`src/rtl/arms_wb_scoreboard.sv`:
```
// arms_wb_scoreboard: writeback scoreboard for the pipelined ARMS CPU.
// Define ARMS_SB_PC_EN to additionally check the instruction address sequence.
module arms_wb_scoreboard #(
  parameter int                DATA_W   = 32,
  parameter int                SEL_W    = 32,
  parameter int                LATENCY  = 4,
  parameter int                CNT_W    = 16,
  parameter logic [DATA_W-1:0] PC_RESET = '0,
  parameter logic [DATA_W-1:0] PC_STEP  = DATA_W'(4)
) (
  input  logic              clk,
  input  logic              reset,
  input  logic              hold,
  input  logic              issue_valid,
  input  logic              exp_sel_valid,
  input  logic [SEL_W-1:0]  exp_sel,
  input  logic              exp_data_valid,
  input  logic [DATA_W-1:0] exp_data,
  input  logic [SEL_W-1:0]  dselect,
  input  logic [DATA_W-1:0] dbus,
  input  logic [DATA_W-1:0] iaddrbus,
  output logic              chk_valid,
  output logic              sel_err,
  output logic              data_err,
  output logic              pc_err,
  output logic              mismatch,
  output logic [CNT_W-1:0]  err_count,
  output logic [CNT_W-1:0]  chk_count,
  output logic              busy
);

  typedef struct packed {
    logic              v;
    logic              sv;
    logic [SEL_W-1:0]  sel;
    logic              dv;
    logic [DATA_W-1:0] data;
  } entry_t;

  entry_t             entry_reg [LATENCY];
  entry_t             entry_in  [LATENCY];
  logic [LATENCY-1:0] v_vec;

  assign entry_in[0] = '{v: issue_valid, sv: exp_sel_valid, sel: exp_sel,
                         dv: exp_data_valid, data: exp_data};

  genvar gi;
  generate
    for (gi = 1; gi < LATENCY; gi++) begin : g_link
      assign entry_in[gi] = entry_reg[gi-1];
    end

    for (gi = 0; gi < LATENCY; gi++) begin : g_stage
      always_ff @(posedge clk) begin
        if (reset) begin
          entry_reg[gi] <= '0;
        end else if (!hold) begin
          entry_reg[gi] <= entry_in[gi];
        end
      end
      assign v_vec[gi] = entry_reg[gi].v;
    end
  endgenerate

  assign busy = |v_vec;

  // The oldest entry is compared against the buses sampled at the same edge it leaves.
  entry_t tail;
  logic   chk_fire;
  logic   sel_miss;
  logic   data_miss;
  logic   pc_miss;

  assign tail      = entry_reg[LATENCY-1];
  assign chk_fire  = tail.v & (tail.sv | tail.dv);
  assign sel_miss  = chk_fire & tail.sv & (dselect !== tail.sel);
  assign data_miss = chk_fire & tail.dv & (dbus !== tail.data);

`ifdef ARMS_SB_PC_EN
  logic [DATA_W-1:0] pc_exp_reg;

  assign pc_miss = issue_valid & (iaddrbus !== pc_exp_reg);

  always_ff @(posedge clk) begin
    if (reset) begin
      pc_exp_reg <= PC_RESET;
    end else if (!hold && issue_valid) begin
      pc_exp_reg <= pc_exp_reg + PC_STEP;
    end
  end
`else
  logic unused_iaddr;

  assign pc_miss      = 1'b0;
  assign unused_iaddr = ^iaddrbus;
`endif

  logic [1:0]       err_inc;
  logic [CNT_W:0]   err_sum;
  logic [CNT_W:0]   chk_sum;
  logic [CNT_W-1:0] err_next;
  logic [CNT_W-1:0] chk_next;

  assign err_inc  = {1'b0, sel_miss} + {1'b0, data_miss} + {1'b0, pc_miss};
  assign err_sum  = {1'b0, err_count} + (CNT_W+1)'(err_inc);
  assign chk_sum  = {1'b0, chk_count} + (CNT_W+1)'(chk_fire);
  // Carry out of the widened sum means the counter would wrap, so pin it at all-ones.
  assign err_next = err_sum[CNT_W] ? '1 : err_sum[CNT_W-1:0];
  assign chk_next = chk_sum[CNT_W] ? '1 : chk_sum[CNT_W-1:0];

  always_ff @(posedge clk) begin
    if (reset) begin
      chk_valid <= 1'b0;
      sel_err   <= 1'b0;
      data_err  <= 1'b0;
      pc_err    <= 1'b0;
      err_count <= '0;
      chk_count <= '0;
    end else if (hold) begin
      chk_valid <= 1'b0;
      sel_err   <= 1'b0;
      data_err  <= 1'b0;
      pc_err    <= 1'b0;
    end else begin
      chk_valid <= chk_fire;
      sel_err   <= sel_miss;
      data_err  <= data_miss;
      pc_err    <= pc_miss;
      err_count <= err_next;
      chk_count <= chk_next;
    end
  end

  assign mismatch = sel_err | data_err | pc_err;

endmodule

```
`config.mk`:
```
export PLATFORM = sky130hd
export DESIGN_NAME = arms_wb_scoreboard
export DESIGN_NICKNAME = d
export VERILOG_FILES = /design/src/rtl/arms_wb_scoreboard.sv
export SDC_FILE = /design/constraint.sdc
export NUM_CORES = 1
export LEC_CHECK = 0
export BUFFER_PORTS_ARGS = -buffer_cell sky130_fd_sc_hd__buf_2
export CAP_MARGIN = 10
export CORE_UTILIZATION = 51
export CTS_CLUSTER_DIAMETER = 100
export DETAILED_ROUTE_END_ITERATION = 10
export PLACE_DENSITY = 0.78
export SLEW_MARGIN = 10
export SYNTH_ARGS = -nofsm -noshare
export SYNTH_HDL_FRONTEND = slang
export SYNTH_SLANG_ARGS = --single-unit
export TNS_END_PERCENT = 20
```
`constraint.sdc`:
```
create_clock -name clk -period 8.9 [get_ports clk]
set_input_delay 1.335 -clock clk [delete_from_list [all_inputs] [get_ports clk]]
set_output_delay 1.335 -clock clk [all_outputs]
set_load 0.005 [all_outputs]
```
==> metrics.txt, run 1 <==
Post-Place Worst Slack=roughly 4700 ps; Min-Delay Path Class=reg2reg; cell taking the most area after synthesis=edfxtp_1; setup TNS=0 ps; total wire length=20200 µm; initial antenna violation count=3; final setup fails=0; hold_sp=chk_count[0]$_SDFFE_PP0N_; CTS max path bufs=3; Vias=roughly 6600; synth top area cells=edfxtp_1, and2_1, dfxtp_1, xor2_1, clkbuf_1; area delta synth->final=17.0%; postcts setup bufs=0; DRC viols=0; FF-to-FF End=err_count[14]$_SDFFE_PP0N_; pwr dens=209 nW/µm²; Worst R2R Start=entry_reg[3][31]$_SDFFCE_PN0P_; Placeable Area=around 24000 µm²; yosys warns=0; Setup WS post-layout=5340 ps; worst relative slew slack=26.5%; GRT Overall Usage=16.5%; DIE WIDTH=158 µm; Starting Density=between 50% and 60%; Site Rows=56; top cell type's share of synthesized area=65.2%; GP Congestion=0.816; Async SR Flop Fraction=0%; Root Buffer=clkbuf_16; average cell area after synthesis=14.5 µm²; vias in the first global route=6442; final hold slack=just over 500 ps; Detail Placement HPWL=13100 µm; Final ANT Viol Nets=0; fillcell total=1798; Worst Path Required=9280 ps; Synth Register Bits=just over 300; Worst Skew=11.6 ps; die height=158 µm; Synth cell types=between 40 and 50; CTS Buf Count=30; largest net degree at the start of global routing=141; clk sinks=303; hold depth=2; register area share after synthesis=a little under three quarters; H-tree levels=1; number of port buffers=170; fmax=281 MHz; via/cell ratio=4.84; Critical Path AT=roughly 3900 ps; global-route wire length before repair=31900 µm; clock slew at reported path FFs=60 ps; R2R cell count=11; Final Slew Violations=0; RSZ-0062 raised after global routing=no; share of cells above drive strength 1=between 20% and 30%; Worst Tran Pin Value=1100 ps; Final Cycle Share=roughly 40%; top cells by count, synth=and2_1, edfxtp_1, xor2_1; synthesized instance count=849; Worst Path Max Fanout=13; leakage power=5.86 nW; drt pass-1 iters=5; post-route minimum period=3560 ps; DR WL/cell=14.8 µm; Critical Path End Type=register; hold buffers post-CTS=0; status=complete, no violations; Nets=1187; # IOs=204; gr ovfl total=0; die area=24800 µm²; worst-skew pair later-pin latency=530 ps; CP Launch Type=input pin; most frequent cell after synthesis=and2_1; # Max-Cap Violations=0; drt first-iter violations=597; post-cts resize count=0; syn nets=between 1000 and 1500; Top FF cell, synth=edfxtp_1; Hold Path Sink=chk_count[0]$_SDFFE_PP0N_; Hold Fails Final Rpt=0; synthesized cell area=12300 µm²; crit path kind=in2reg; Largest register FFs=between 200 and 300; VDD IR-drop max=0.167 mV; number of flops mapped to enable cells by yosys=between 200 and 300; R2R setup slack=5810 ps; CTS tree=built
## stage by stage
stage               cells  power [mW]  area, µm²  util (%)
global placement     1304        1.82      13500      57.1
global route         1362        3.13      14400      61.2
floorplan             849        1.79      12300         -
CTS                  1360        3.05      14400      61.2
finish               1364        3.02      14500      61.2
detailed placement   1304        1.83      13500      57.1
## layer usage
| metal | vias up | routed length, µm | track usage (%) |
|---|---|---|---|
| li1 | 3344 | - | - |
| met4 | 0 | 426 | 5.13 |
| met2 | 193 | 9640 | 27.3 |
| met5 | - | 0 | 0 |
| met1 | 3035 | 9000 | 21.9 |
| met3 | 30 | 1150 | 3.28 |
## power breakdown
part / internal [mW] / switching [mW] / total, mW
Sequential: 1.64 / 0.0254 / 1.66
Combinational: 0.0604 / 0.0742 / 0.135
Clock: 0.721 / 0.495 / 1.22
## worst max-delay path, stage by stage
cell and delay, ps:
buf_2 100, xor2_1 140, nor4_1 470, nand4_1 250, o211ai_1 280, fa_1 280, inv_1 60, ha_1 210
and4b_1 310, nand4_4 130, or3_4 260, a31oi_1 100
## logic make-up after synthesis
| group | after synthesis | share of synthesized area [%] |
|---|---|---|
| xor+xnor | 81 | 5.75 |
| fa+ha+maj | 4 | 0.466 |
| flops | 303 | 70.8 |
| other cells | 1 | 0.0304 |
| compound gates | 46 | 2.78 |
| simple gates | 365 | 18.4 |
| buf+inv | 49 | 1.70 |
## layout by cell type (no fill, tap or decap), types with 2 or more instances in the layout
cell type	Yosys	final
bufinv_16	0	3
or4_1	3	3
a21oi_2	9	9
and3b_1	2	2
clkbuf_16	0	31
xor2_1	74	74
o2111a_1	2	2
a21oi_1	8	8
a211oi_1	4	4
nand3_1	9	9
and2_1	271	271
clkbuf_1	32	7
ha_1	3	3
nor2_1	11	10
a221oi_1	4	4
buf_4	2	5
o211ai_1	2	2
nor3_1	4	4
xnor2_1	7	7
clkinv_1	0	10
and4b_1	2	2
o31ai_1	2	2
dfxtp_1	35	35
o21ai_0	2	2
nand4b_1	2	2
and4_1	4	4
inv_1	10	10
nor4_1	19	19
a31oi_1	8	8
diode_2	0	4
buf_2	3	170
nand2_1	11	11
edfxtp_1	268	268
and3_1	2	2
clkinv_2	0	3
nand4_1	15	15
## area by class of cell
cell class	count	area [µm²]	share of cell area, %
clock buffer	38	802	5.55
antenna	4	10.0	0.0693
clock inverter	18	160	1.11
inverter	10	37.5	0.260
tap	319	399	2.76
timing repair buffer	175	888	6.15
multi-input combinational	497	3400	23.6
sequential	303	8750	60.5
## how the worst max path moves through the flow
stage             start                            end
6_report       dbus[29]     err_count[14]$_SDFFE_PP0N_
4_1_cts        dbus[31]     err_count[14]$_SDFFE_PP0N_
5_1_grt        dbus[31]     err_count[15]$_SDFFE_PP0N_
3_3_place_gp   dbus[31]     err_count[13]$_SDFFE_PP0N_
2_1_floorplan     reset  entry_reg[0][0]$_SDFFCE_PN0P_
3_5_place_dp   dbus[31]     err_count[13]$_SDFFE_PP0N_
(Power assumes the default switching activity.)
==> run 2, diff against run 1 <==
--- a/config.mk
+++ b/config.mk
@@ -5,12 +5,13 @@
 export SDC_FILE = /design/constraint.sdc
 export NUM_CORES = 1
 export LEC_CHECK = 0
+export ABC_AREA = 1
 export BUFFER_PORTS_ARGS = -buffer_cell sky130_fd_sc_hd__buf_2
 export CAP_MARGIN = 10
-export CORE_UTILIZATION = 51
+export CORE_UTILIZATION = 57
 export CTS_CLUSTER_DIAMETER = 100
 export DETAILED_ROUTE_END_ITERATION = 10
-export PLACE_DENSITY = 0.78
+export PLACE_DENSITY = 0.82
 export SLEW_MARGIN = 10
 export SYNTH_ARGS = -nofsm -noshare
 export SYNTH_HDL_FRONTEND = slang
==> constraint.sdc (replaced) <==
create_clock -name clk -period 3.4 [get_ports clk]
set_input_delay 0.51 -clock clk [delete_from_list [all_inputs] [get_ports clk]]
set_output_delay 0.51 -clock clk [all_outputs]
set_load 0.005 [all_outputs]
==> run 2 against run 1 <==
Sequential share of layout area down 3.7 points. Utilization up 7.0 points. Clock-buffer cell count rose by 1. Critical path type is now reg2reg. Hold slack worse by 240 ps. Register-to-register slack got worse by 5100 ps.
==> metrics.txt, run 2 <==
worst relative slew slack=55.2%; CTS max path bufs=3; initial antenna violation count=6; Critical Path AT=3150 ps; GP Congestion=0.867; RSZ-0062 raised after global routing=no; fmax=369 MHz; die height=154 µm; clk sinks=303; clock slew at reported path FFs=~60 ps; drt pass-1 iters=5; Largest register FFs=268; Hold Fails Final Rpt=0; number of port buffers=170; synthesized instance count=approximately 1300; Synth Register Bits=303; setup TNS=0 ps; Final ANT Viol Nets=0; cell internal pwr=approximately 6.5 mW; synth top area cells=edfxtp_1, inv_1, nor2_1, dfxtp_1, nand2_1; Final Cycle Share=79.8%; die area=23600 µm²; final hold slack=between 200 and 300 ps; VDD IR-drop max=0.410 mV; design area=15400 µm²; register area share after synthesis=66.8%; postcts setup bufs=0; Reg power frac=between 50% and 60%; Nets=1649; Min-Delay Path Class=in2reg; number of flops mapped to enable cells by yosys=268; cell taking the most area after synthesis=edfxtp_1; post-cts resize count=0; DIE WIDTH=154 µm; CP peak stage delay=~400 ps; vias in the first global route=roughly 8000; top cells by count, synth=inv_1, nor2_1, edfxtp_1; switch share=approximately a fifth; total wire length=21100 µm; CP Launch Type=register; via/cell ratio=between 4 and 5; Placeable Area=22600 µm²; Comb pwr share=5.7%; global-route wire length before repair=35000 µm; most frequent cell after synthesis=inv_1; DR WL/cell=11.7 µm; # IOs=204; Clock Power Share=41.7%; crit path kind=reg2reg; Vias=8112; pwr dens=536 nW/µm²; leakage power=7.01 nW; final setup fails=0; Starting Density=slightly below 60%; most used cell, CP=nand2_1; status=complete, no violations; Worst Path Max Fanout=7; synthesized cell area=13100 µm²; top cell type's share of synthesized area=just over 60%; drt first-iter violations=383; leading cell type in the layout, fill and taps excluded=inv_1; CP Cell Sequence=xnor2_1, nand2_1, nor2_1, nand2_1, nor2_1, nand2_1, nand2_1, fa_1, inv_1, ha_1, nand2_1, nor2_1, nand2_2, inv_2, nand2_2, nor2_4, nand2_2, nand2_1, o21ai_0, inv_1; post-route minimum period=roughly 2700 ps; yosys warns=0; hold buffers post-CTS=0; CTS Buf Count=30; WP buf/inv=3; worst-skew pair later-pin latency=540 ps; syn nets=1473; Worst Skew=10.6 ps; largest net degree at the start of global routing=slightly below 100; CTS tree=built; # Max-Cap Violations=0; area delta synth->final=17.5%; Critical Path End Type=register; Post-DP Area=14300 µm²; CP delay by family, top=simple AND/OR/NAND/NOR gates; DRC viols=0; Detail Placement HPWL=around 14000 µm; Worst Tran Pin Value=around 670 ps; slowest cell on the critical path=edfxtp_1; H-tree levels=1; gr ovfl total=0; most frequent cells in the layout=inv_1, nor2_1, edfxtp_1, buf_2, nand2_1; average cell area after synthesis=10.1 µm²; Synth cell types=34; final core occ=68.2%; Worst Path Required=3840 ps; Final Slew Violations=0; share of cells above drive strength 1=16.7%; total net switching power=1.70 mW; Site Rows=55; Top FF cell, synth=edfxtp_1; Async SR Flop Fraction=0%; Root Buffer=clkbuf_16; GRT Overall Usage=between 10% and 20%
[run 2: changes by cell type in the layout (fill, tap and decap cells not counted), sizes merged, moves of 44 or more]
cell   change
nor2     +313
nand2    +149
inv      +338
xnor2     +44
and2     -271
xor2      -66
[run 2: final timing paths]
check	start	endpoint	slack [ps]	cells after the start
worst max-delay path	entry_reg[3][40]$_SDFFCE_PN0P_	err_count[11]$_SDFFE_PP0N_	690	20
worst min-delay path	exp_sel[28]	entry_reg[0][61]$_SDFFCE_PN0P_	260	3
worst max register to register	entry_reg[3][40]$_SDFFCE_PN0P_	err_count[11]$_SDFFE_PP0N_	690	20
worst min register to register	entry_reg[1][37]$_SDFFCE_PN0P_	entry_reg[2][37]$_SDFFCE_PN0P_	540	2
[run 2: metal layers]
metal | wire, µm | up-vias | part of all wire, % | GRT usage (%)
li1 | - | 4272 | - | -
met1 | 8440 | 3620 | 40 | 21.1
met2 | 11100 | 167 | 53 | 33.6
met3 | 800 | 53 | 3.8 | 2.85
met4 | 748 | 0 | 3.6 | 8.43
met5 | 0 | - | 0 | 0
[run 2: power groups by stage]
stage,registers (mW),logic (mW),clock network (mW)
2_1_floorplan,4.42,0.308,0
3_3_place_gp,4.41,0.451,0
3_5_place_dp,4.42,0.471,0
4_1_cts,4.34,0.477,3.50
5_1_grt,4.36,0.538,3.64
6_report,4.34,0.468,3.44
[run 2: cell families (layout without fill, tap and decap cells)]
family | Yosys count | after routing | synth area share (%)
buffers and inverters | 382 | 582 | 11.3
XOR/XNOR | 59 | 59 | 3.95
AO/OA/AOI/OAI | 30 | 30 | 1.20
adder cells (fa/ha/maj) | 4 | 4 | 0.439
flip-flops | 303 | 303 | 66.8
AND/OR/NAND/NOR | 524 | 524 | 16.2
other | 1 | 6 | 0.0286
[run 2: per-stage QoR]
| step | power [mW] | std cells | setup WS, ps |
|---|---|---|---|
| 2_1_floorplan | 4.72 | 1303 | 329 |
| 6_report | 8.25 | 1793 | 687 |
| 4_1_cts | 8.32 | 1788 | 616 |
| 3_5_place_dp | 4.89 | 1732 | 456 |
| 3_3_place_gp | 4.86 | 1732 | 490 |
| 5_1_grt | 8.54 | 1793 | 375 |
[run 2: cell type report]
cell class | count | area [µm²]
fillers | 1648 | 7180
clock buffers | 39 | 890
well taps | 285 | 357
repair buffers | 179 | 1020
diodes | 5 | 12.5
clock inverters | 17 | 176
inverters | 347 | 1300
flip-flops and latches | 303 | 8750
multi-input cells | 618 | 2890
[run 2: tightest hold or removal path, delay by kind of cell]
family	cells	cell delay (ps)
buf+inv	2	100
simple gates	1	80
==> run 3, diff against run 2 <==
--- a/config.mk
+++ b/config.mk
@@ -8,10 +8,10 @@
 export ABC_AREA = 1
 export BUFFER_PORTS_ARGS = -buffer_cell sky130_fd_sc_hd__buf_2
 export CAP_MARGIN = 10
-export CORE_UTILIZATION = 57
+export CORE_UTILIZATION = 51
 export CTS_CLUSTER_DIAMETER = 100
 export DETAILED_ROUTE_END_ITERATION = 10
-export PLACE_DENSITY = 0.82
+export PLACE_DENSITY = 0.78
 export SLEW_MARGIN = 10
 export SYNTH_ARGS = -nofsm -noshare
 export SYNTH_HDL_FRONTEND = slang
==> constraint.sdc (replaced) <==
create_clock -name clk -period 2.2 [get_ports clk]
set_input_delay 0.33 -clock clk [delete_from_list [all_inputs] [get_ports clk]]
set_output_delay 0.33 -clock clk [all_outputs]
set_load 0.005 [all_outputs]
==> run 3 against run 2 <==
The run now ends with setup timing left. Die area grew 12%. Worst setup slack lost 880 ps. Maximum frequency grew 13%. Combinational power grew 53%. Critical path depth is the same. Hold slack lost 180 ps. Largest power group unchanged. Highest routed layer unchanged.
==> metrics.txt, run 3 (synthesis results as in run 2) <==
status=finished, violations left; failing checks=setup timing; drt pass-1 iters=4; die height=162 µm; Final ANT Viol Nets=0; Final Cycle Share=109%; share of cells above drive strength 1=17.9%; Min-Delay Path Class=in2reg; Worst R2R Start=entry_reg[3][29]$_SDFFCE_PN0P_; DIE WIDTH=162 µm; clk sinks=303; largest net degree at the start of global routing=147; Worst Tran Pin Value=~800 ps; GRT Overall Usage=about 16%; number of port buffers=170; global-route wire length before repair=33900 µm; initial antenna violation count=6; pwr dens=around 800 nW/µm²; Starting Density=52.0%; vias in the first global route=7500; cell internal pwr=9.58 mW; Critical Path End Type=register; Final Slew Violations=0; Critical Path AT=2880 ps; Worst Skew=13.5 ps; CTS Buf Count=31; DR WL/cell=11.2 µm; Crit. Startpoint=entry_reg[3][29]$_SDFFCE_PN0P_; Root Buffer=clkbuf_16; Reg power frac=approximately 55%; GP Congestion=0.865; Clock Power Share=38.8%; leakage power=7.04 nW; worst-skew pair later-pin latency=540 ps; post-route minimum period=2390 ps; Comb pwr share=5.9%; Placeable Area=25200 µm²; gr ovfl total=0; via/cell ratio=4.35; Tot Pwr=around 12 mW; # IOs=204; fmax=418 MHz; Site Rows=between 50 and 60; # Max-Cap Violations=0; final setup fails=16; worst relative slew slack=~46%; clock slew at reported path FFs=60 ps; fillcell total=slightly above 2000; CP Launch Type=register; switch share=between 20% and 30%; RSZ-0062 raised after global routing=yes; VDD IR-drop max=0.653 mV; Hold Fails Final Rpt=0; Worst Path Required=2690 ps; Worst Path Max Fanout=7; setup TNS=-2410 ps; Vias=roughly 8000; area delta synth->final=17.8%; die area=26300 µm²; drt first-iter violations=409; Nets=1658; Detail Placement HPWL=13600 µm; most frequent cells in the layout=inv_1, nor2_1, edfxtp_1, buf_2, nand2_1; total net switching power=2.56 mW; H-tree levels=1; CTS tree=built; leading cell type in the layout, fill and taps excluded=inv_1; hold_sp=exp_sel[18]; Setup WS post-layout=-192 ps; CTS max path bufs=3; Largest register FFs=268; total wire length=20700 µm; DRC viols=0; crit path kind=reg2reg
[run 3: changes by cell type in the layout (fill, tap and decap cells not counted), moves of 3 or more]
cell and delta:
o21ai_0 -3, clkinv_1 +7, clkbuf_16 -3, nand2_2 +6
nor2_1 -5, buf_4 +10, nor2_2 +3, nand2_1 -9
nand2_4 +3, o21ai_1 +3
[run 3: timing repair]
item	4_1_cts	5_1_grt
pin swaps	23	11
setup buffers	1	2
setup endpoints to repair	16	24
cloned	0	0
endpoints found under the hold margin	0	0
hold buffers	0	0
resized for setup	19	10
[run 3: power groups by stage]
| stage | clock [mW] | combinational, mW | sequential [mW] |
|---|---|---|---|
| after floorplan | 0 | 0.477 | 6.82 |
| after global placement | 0 | 0.699 | 6.82 |
| after detailed placement | 0 | 0.720 | 6.84 |
| after CTS | 4.83 | 0.728 | 6.72 |
| after global routing | 5.05 | 0.829 | 6.75 |
| final | 4.71 | 0.718 | 6.71 |
[run 3: routing by layer]
layer,wire [µm],share of wire (%),GRT usage [%]
met5,0,0,0
met4,882,4.3,8.66
met3,740,3.6,2.43
met2,10500,51,28.1
met1,8570,41,18.6
[run 3: cell type report]
class / count / area (µm²) / area share (%)
Antenna cell: 6 / 15.0 / 0.0973
Clock buffer: 34 / 787 / 5.10
Clock inverter: 21 / 129 / 0.835
Inverter: 347 / 1300 / 8.44
Multi-Input combinational cell: 618 / 2980 / 19.3
Sequential cell: 303 / 8750 / 56.7
Tap cell: 330 / 413 / 2.68
Timing Repair Buffer: 187 / 1050 / 6.83
[run 3: worst paths after layout]
| kind | endpoint | depth (start not counted) | slack (ps) |
|---|---|---|---|
| setup / recovery | err_count[13]$_SDFFE_PP0N_ | 20 | -190 |
| hold / removal | entry_reg[0][51]$_SDFFCE_PN0P_ | 3 | 80 |
| setup reg to reg | err_count[13]$_SDFFE_PP0N_ | 20 | -190 |
| hold reg to reg | chk_count[0]$_SDFFE_PP0N_ | 2 | 510 |
[run 3: worst max-delay path: stages, from the launching register on]
cell and delay, ps:
edfxtp_1 410, xnor2_2 150, nand2_1 70, nor2_1 40, nand2_1 90, nor2_2 50
nand2_2 80, nand2_2 70, fa_2 360, inv_2 80, ha_4 140, nand2_4 60
nor2_4 100, nand2_2 70, inv_2 90, nand2_4 60, nor2_4 120, nand2_4 100
nand2_2 100, o21ai_1 50, inv_1 50
[run 3: stage by stage]
step                      area, µm²  hold WS, ps  std cells  setup slack [ps]  util [%]
after detailed placement      14400          506       1783              -416      57.1
after global routing          15400         70.0       1846              -394      61.3
after floorplan               13100          500       1303              -102         -
after global placement        14400          499       1783              -354      57.1
after CTS                     15400         56.3       1838              -252      61.0
final                         15400         79.3       1846              -192      61.3
